`config.mk`:
```
export PLATFORM = sky130hd
export DESIGN_NAME = mem_port_arbiter
export DESIGN_NICKNAME = d
export VERILOG_FILES = /design/src/rtl/mem_pkg.sv /design/src/rtl/rr_picker.sv /design/src/rtl/mem_port_arbiter.sv
export SDC_FILE = /design/constraint.sdc
export NUM_CORES = 1
export LEC_CHECK = 0
export ABC_AREA = 0
export CORE_AREA = 4 4 227 229
export CTS_CLUSTER_SIZE = 10
export DETAILED_ROUTE_END_ITERATION = 7
export DIE_AREA = 0 0 231 233
export HOLD_SLACK_MARGIN = 0.02
export PLACE_DENSITY_LB_ADDON = 0.1
export REMOVE_ABC_BUFFERS = 1
export SLEW_MARGIN = 5
export SYNTH_ARGS = -nofsm -noshare
export SYNTH_HDL_FRONTEND = slang
export SYNTH_SLANG_ARGS = --single-unit
export TNS_END_PERCENT = 20
```
`constraint.sdc`:
```
create_clock -name clk -period 4.15 [get_ports clk]
set_input_delay 0.6225 -clock clk [delete_from_list [all_inputs] [get_ports clk]]
set_output_delay 0.6225 -clock clk [all_outputs]
set_load 0.05 [all_outputs]
```
`src/rtl/mem_pkg.sv`:
```
// Shared types for the external-memory channel: command word layout and arbiter FSM states.
package mem_pkg;

    localparam int MEM_DATA_WIDTH = 32;

    typedef struct packed {
        logic [31:0] address;
        logic [31:0] length;
        logic        read_not_write;
    } MemoryCommand;

    localparam int CMD_W = $bits(MemoryCommand);

    typedef enum logic [1:0] {
        ST_IDLE  = 2'd0,
        ST_ISSUE = 2'd1,
        ST_XFER  = 2'd2
    } arb_state_e;

endpackage

```
`src/rtl/rr_picker.sv`:
```
// Combinational round-robin search: first set bit of req starting just after 'last', wrapping.
module rr_picker #(
    parameter  int N  = 4,
    localparam int IW = (N > 1) ? $clog2(N) : 1
) (
    input  logic [N-1:0]  req,
    input  logic [IW-1:0] last,
    output logic          found,
    output logic [IW-1:0] idx
);

    int cand;

    always_comb begin
        found = 1'b0;
        idx   = '0;
        cand  = 0;
        for (int k = 1; k <= N; k++) begin
            cand = (int'(last) + k) % N;
            if (!found && req[cand[IW-1:0]]) begin
                found = 1'b1;
                idx   = cand[IW-1:0];
            end
        end
    end

endmodule

```
`src/rtl/mem_port_arbiter.sv`:
```
// Round-robin arbiter sharing one MIG command/write/read channel set among NUM_PORTS requesters.
// A grant covers one whole command, including every data beat, before the next decision.
module mem_port_arbiter
    import mem_pkg::*;
#(
    parameter  int NUM_PORTS  = 4,
    parameter  int DATA_WIDTH = MEM_DATA_WIDTH,
    localparam int GW         = $clog2(NUM_PORTS)
) (
    input  logic                                 clk,
    input  logic                                 reset,
    input  logic [NUM_PORTS-1:0]                 req_cmd_valid,
    output logic [NUM_PORTS-1:0]                 req_cmd_ready,
    input  logic [NUM_PORTS-1:0][CMD_W-1:0]      req_cmd_data,
    input  logic [NUM_PORTS-1:0]                 req_wr_valid,
    output logic [NUM_PORTS-1:0]                 req_wr_ready,
    input  logic [NUM_PORTS-1:0][DATA_WIDTH-1:0] req_wr_data,
    output logic [NUM_PORTS-1:0]                 req_rd_valid,
    input  logic [NUM_PORTS-1:0]                 req_rd_ready,
    output logic [DATA_WIDTH-1:0]                req_rd_data,
    output logic                                 mem_cmd_valid,
    input  logic                                 mem_cmd_ready,
    output logic [CMD_W-1:0]                     mem_cmd_data,
    output logic                                 mem_wr_valid,
    input  logic                                 mem_wr_ready,
    output logic [DATA_WIDTH-1:0]                mem_wr_data,
    input  logic                                 mem_rd_valid,
    output logic                                 mem_rd_ready,
    input  logic [DATA_WIDTH-1:0]                mem_rd_data,
    output logic [GW-1:0]                        grant_id,
    output logic                                 busy
);

    arb_state_e   state_q, state_d;
    logic [GW-1:0] rr_last_q, rr_last_d;
    logic [GW-1:0] grant_id_q, grant_id_d;
    MemoryCommand cur_cmd_q, cur_cmd_d;
    logic [31:0]  beat_cnt_q, beat_cnt_d;

    logic                 pick_found;
    logic [GW-1:0]        pick_idx;
    logic [NUM_PORTS-1:0] cmd_ready_c;
    logic                 beat;

    rr_picker #(.N(NUM_PORTS)) u_rr_picker (
        .req   (req_cmd_valid),
        .last  (rr_last_q),
        .found (pick_found),
        .idx   (pick_idx)
    );

    always_ff @(posedge clk or negedge reset) begin
        if (!reset) begin
            state_q    <= ST_IDLE;
            rr_last_q  <= GW'(NUM_PORTS - 1);
            grant_id_q <= '0;
            cur_cmd_q  <= '0;
            beat_cnt_q <= '0;
        end else begin
            state_q    <= state_d;
            rr_last_q  <= rr_last_d;
            grant_id_q <= grant_id_d;
            cur_cmd_q  <= cur_cmd_d;
            beat_cnt_q <= beat_cnt_d;
        end
    end

    always_comb begin
        state_d       = state_q;
        rr_last_d     = rr_last_q;
        grant_id_d    = grant_id_q;
        cur_cmd_d     = cur_cmd_q;
        beat_cnt_d    = beat_cnt_q;
        cmd_ready_c   = '0;
        mem_cmd_valid = 1'b0;
        mem_wr_valid  = 1'b0;
        mem_wr_data   = '0;
        req_wr_ready  = '0;
        req_rd_valid  = '0;
        mem_rd_ready  = 1'b0;
        beat          = 1'b0;

        case (state_q)
            ST_IDLE: begin
                // Ready is only raised for the winner, so the handshake is implied by pick_found.
                if (pick_found) begin
                    cmd_ready_c[pick_idx] = 1'b1;
                    cur_cmd_d             = MemoryCommand'(req_cmd_data[pick_idx]);
                    grant_id_d            = pick_idx;
                    beat_cnt_d            = '0;
                    state_d               = ST_ISSUE;
                end
            end
            ST_ISSUE: begin
                mem_cmd_valid = 1'b1;
                if (mem_cmd_ready) begin
                    if (cur_cmd_q.length != 32'd0) begin
                        state_d = ST_XFER;
                    end else begin
                        state_d   = ST_IDLE;
                        rr_last_d = grant_id_q;
                    end
                end
            end
            ST_XFER: begin
                if (!cur_cmd_q.read_not_write) begin
                    mem_wr_valid             = req_wr_valid[grant_id_q];
                    mem_wr_data              = req_wr_data[grant_id_q];
                    req_wr_ready[grant_id_q] = mem_wr_ready;
                    beat                     = req_wr_valid[grant_id_q] && mem_wr_ready;
                end else begin
                    req_rd_valid[grant_id_q] = mem_rd_valid;
                    mem_rd_ready             = req_rd_ready[grant_id_q];
                    beat                     = mem_rd_valid && req_rd_ready[grant_id_q];
                end
                if (beat) begin
                    beat_cnt_d = beat_cnt_q + 32'd1;
                    if (beat_cnt_q == cur_cmd_q.length - 32'd1) begin
                        state_d   = ST_IDLE;
                        rr_last_d = grant_id_q;
                    end
                end
            end
            default: state_d = ST_IDLE;
        endcase
    end

    // Gate with reset so no requester sees a ready pulse while the block is held in reset.
    assign req_cmd_ready = cmd_ready_c & {NUM_PORTS{reset}};
    assign mem_cmd_data  = cur_cmd_q;
    assign req_rd_data   = mem_rd_data;
    assign grant_id      = grant_id_q;
    assign busy          = (state_q != ST_IDLE);

endmodule

```
==> reports/qor.log <==
[logic_synthesis] flops & latches, synth 103
[route] wirelength, routed 45.7 mm
[logic_synthesis] post-synth cell types 70
[power_and_ir_drop] switching share of power 0.521
[floorplan] vertical die dimension 233 um
[place] detailed placement HPWL 36.9 mm
[worst_setup_path] CP startpoint kind flop
[clock_network] number of buffers added for setup after CTS 0
[global_route] Overflow after GRT 0
[clock_network] number of resized instances in the post-cts repair step 0
[global_route] via count of the first global-routing pass 10600
[power_and_ir_drop] Pwr Density 544 nW/um^2
[place] Final Wtd Congestion 0.849
[final_layout] net count reported at finish 2099
[route] remaining number of nets flagged by the antenna check after routing 0
[job] Maximum Capacitance Violations 0
[logic_synthesis] register area share after synthesis 0.289
[place] pre-CTS setup slack 656 ps
[timing] final period utilization 0.861
[final_layout] finished layout cell area 14900 sq um
[floorplan] ports placed on the boundary 584
[power_and_ir_drop] combinational group share of total power 0.647
[logic_synthesis] Post-Synthesis Mean Instance Area 7.29 sq um
[final_layout] fin util 0.300
[worst_setup_path] WP data required 3530 ps
[floorplan] Site Rows 82
[place] Placed Area 14600 sq um
[min_path] type of the worst min-delay path input pin to asynchronous set/reset pin
[power_and_ir_drop] maximum vdd ir drop 257 uV
[place] total of buffers placed on input and output ports 519
[logic_synthesis] Async S/R FF share, synth 1.00
[clock_network] clock root buffer clkbuf_16
[floorplan] area of the core 49700 sq um
[final_layout] fraction of final layout cells with drive strength greater than 1 0.0637
[final_layout] final antenna diode count 0
[logic_synthesis] share of the synthesized area in compound gates (AO/OA/AOI/OAI) 0.122
[route] DRC marker count from the first detailed-route iteration 339
[logic_synthesis] post-synthesis share of cell area spent on and, or, nand and nor gates 0.355
[worst_setup_path] crit path DAT 2950 ps
[global_route] largest net degree at the start of global routing 87
[worst_setup_path] top fanout value on the critical path 22
[floorplan] DIE WIDTH 231 um
[route] number of vias per cell 4.37
[clock_network] Sinks on Clock Net 103
[run_status] status finished, final reports clean
[route] number of remaining DRC errors 0
[clock_network] TritonCTS clock tree built
[power_and_ir_drop] overall power 8.11 mW
[route] length of the first detailed-routing pass in iterations 4
[timing] max-slew violation total from the final report 0
[clock_network] number of H-tree levels 3
[timing] Final Skew 15.4 ps
[clock_network] number of buffers inserted for hold repair after clock tree synthesis 0
[logic_synthesis] multiplexer share of the synthesized area 0.0951
[clock_network] clock latency on the worst-skew pair 370 ps
[timing] time the final worst path needs with I/O delays and setup 3570 ps
[logic_synthesis] number of synthesized flops with an enable pin 0
[global_route] antenna violations before repair 10
[logic_synthesis] post-synthesis cell area 8920 sq um
[final_layout] count of fill cells added during filler insertion 5442
[worst_setup_path] endpoint class of the critical path output pin
[power_and_ir_drop] Pint 3.89 mW
[floorplan] Initial Util 0.180
[timing] aggregate negative setup slack 0 ps
[timing] final hold violation count 0
[timing] unrepaired setup endpoints after global routing no
[logic_synthesis] primary flip-flop cell chosen by synthesis mapping dfrtp_1
[clock_network] CTS Buf Count 9
[clock_network] CTS clk-pin slew, worst paths 80 ps
[route] Avg WL per Cell 19.6 um
[floorplan] overall die area 53800 sq um
[global_route] All-Layer GR Usage 0.162
[timing] actual transition at the worst max-transition pin 724 ps
[logic_synthesis] adder-cell area share of the yosys netlist 0.00421
[logic_synthesis] area share of xor/xnor cells in the synthesized design 0.0609
[logic_synthesis] Gate Count Post-Synth 1224
[route] DR vias 10200
[clock_network] CTS Buffer Depth 2
[power_and_ir_drop] switching power 4.22 mW
[logic_synthesis] Synth Warn # 0
[timing] remaining max-slew budget at the tightest pin 0.517
[timing] Fmax 280 MHz
[timing] minimum setup slack in the final design 578 ps
[logic_synthesis] dominant combinational cell family by area after synthesis simple AND/OR/NAND/NOR gates
[timing] final setup vio count 0
[final_layout] area added between synthesis and finish 67.1%
[global_route] first-pass GRT wire length 66.9 mm
[power_and_ir_drop] sequential group share of total power 0.241
[power_and_ir_drop] clock group share of total power 0.111
[power_and_ir_drop] leakage power 5.79 nW
[worst_setup_path] class of the most critical setup path flop to output pin
metal layers:
layer  vias to the layer above  track usage  routed length (um)
li1                       4995            -                   -
met1                      4738        0.195               19000
met2                       413        0.279               21700
met3                        39       0.0634                4350
met4                        20       0.0267                 467
met5                         -      0.00551                 120
registers in the layout, indices dropped and copies added, names as in the netlist:
register / count
mem_cmd_data: 65
beat_cnt_q: 32
grant_id: 2
rr_last_q: 2
state_q: 2
layout by cell type (no fill, tap or decap), drive strengths merged, types with 4 or more instances in the layout:
cell / netlist / final
or3: 8 / 8
nand2: 220 / 220
o31ai: 4 / 4
nor2: 247 / 247
a21oi: 12 / 12
nand2b: 6 / 6
xnor2: 28 / 28
dfrtp: 101 / 101
o211ai: 7 / 7
nand4: 14 / 14
nand3: 87 / 87
clkdlybuf4s50: 0 / 514
nor3: 13 / 13
nor4: 14 / 14
a21o: 4 / 4
nor3b: 6 / 6
nor4b: 4 / 4
a31oi: 5 / 5
nor2b: 42 / 42
clkbuf: 70 / 10
o21ai: 140 / 140
buf: 51 / 31
inv: 12 / 13
or4: 5 / 5
mux4: 34 / 34
xor2: 34 / 34
and3: 9 / 9
mux2: 4 / 4
path summary, 6_finish.rpt:
check / start / endpoint / slack [ps] / depth (start not counted)
setup / recovery: grant_id[0] / mem_wr_data[17] / 580 / 4
hold / removal: reset / mem_cmd_data[38] / 210 / 1
setup reg to reg: mem_cmd_data[1] / rr_last_q[1] / 720 / 10
hold reg to reg: mem_cmd_data[49] / mem_cmd_data[49] / 480 / 2
max in group asynchronous: reset / mem_cmd_data[23] / 2800 / 2
min in group clk: mem_cmd_data[49] / mem_cmd_data[49] / 480 / 2
cells by family after synthesis:
logic type	Yosys count
simple gates	692
fa+ha+maj	3
compound gates	190
flops	103
xor+xnor	62
buf+inv	133
mux	41
Yosys cell counts (2+ instances only):
| cell type | number | area, sq um |
|---|---|---|
| and3_1 | 9 | 56.3 |
| mux2i_1 | 3 | 30.0 |
| nor2b_1 | 42 | 263 |
| a21oi_1 | 12 | 60.1 |
| nand2b_1 | 5 | 31.3 |
| nor4b_1 | 2 | 17.5 |
| nor2_1 | 246 | 923 |
| and4_1 | 3 | 26.3 |
| mux4_2 | 34 | 766 |
| xor2_1 | 34 | 298 |
| nor3_1 | 13 | 65.1 |
| a21o_1 | 4 | 30.0 |
| a211o_1 | 2 | 17.5 |
| or3_1 | 7 | 43.8 |
| buf_4 | 37 | 278 |
| a32o_1 | 2 | 20.0 |
| or4_1 | 4 | 30.0 |
| o21ai_0 | 139 | 696 |
| nor4_2 | 2 | 25.0 |
| o41ai_1 | 3 | 26.3 |
| buf_1 | 8 | 30.0 |
| or4b_1 | 2 | 20.0 |
| ha_1 | 3 | 37.5 |
| a31oi_1 | 5 | 31.3 |
| mux2_4 | 2 | 30.0 |
| dfrtp_1 | 101 | 2530 |
| nand3_1 | 86 | 430 |
| o31ai_1 | 4 | 30.0 |
| nand2_1 | 220 | 826 |
| inv_1 | 12 | 45.0 |
| buf_2 | 4 | 20.0 |
| buf_6 | 2 | 22.5 |
| dfstp_2 | 2 | 52.6 |
| xnor2_1 | 28 | 245 |
| o211ai_1 | 6 | 45.0 |
| nor4b_2 | 2 | 30.0 |
| nor4_1 | 11 | 68.8 |
| and2_1 | 3 | 18.8 |
| nor3b_1 | 6 | 45.0 |
| clkbuf_1 | 70 | 263 |
| nand4_1 | 14 | 87.6 |
| nand3b_1 | 2 | 15.0 |
through the flow:
stage / cells / hold slack [ps]
final: 2335 / 212
after global routing: 2335 / 263
after CTS: 2335 / 247
after detailed placement: 2320 / 470
after global placement: 2320 / 462
after floorplan: 1103 / 327
final cells by class:
type,count,area [sq um],share of cell area
clock buffers,10,229,0.0154
clock inverters,5,57.6,0.00386
inverters,12,45.0,0.00302
multi-input cells,988,5740,0.385
flip-flops and latches,103,2580,0.173
well taps,672,841,0.0564
repair buffers,545,5420,0.363
power by group through the flow:
stage / sequential, mW / clock (mW) / combinational (mW)
after CTS: 1.98 / 0.950 / 5.36
after global routing: 2.05 / 0.980 / 5.64
after global placement: 1.99 / 0 / 5.36
after detailed placement: 1.99 / 0 / 5.35
final: 1.96 / 0.903 / 5.25
after floorplan: 2.98 / 0 / 2.10
critical path, cell delays in order (launching register included):
cell	delay [ps]
dfrtp_2	830
buf_4	330
mux4_2	510
nor2b_1	150
clkdlybuf4s50_1	730
(Power assumes the default switching activity.)
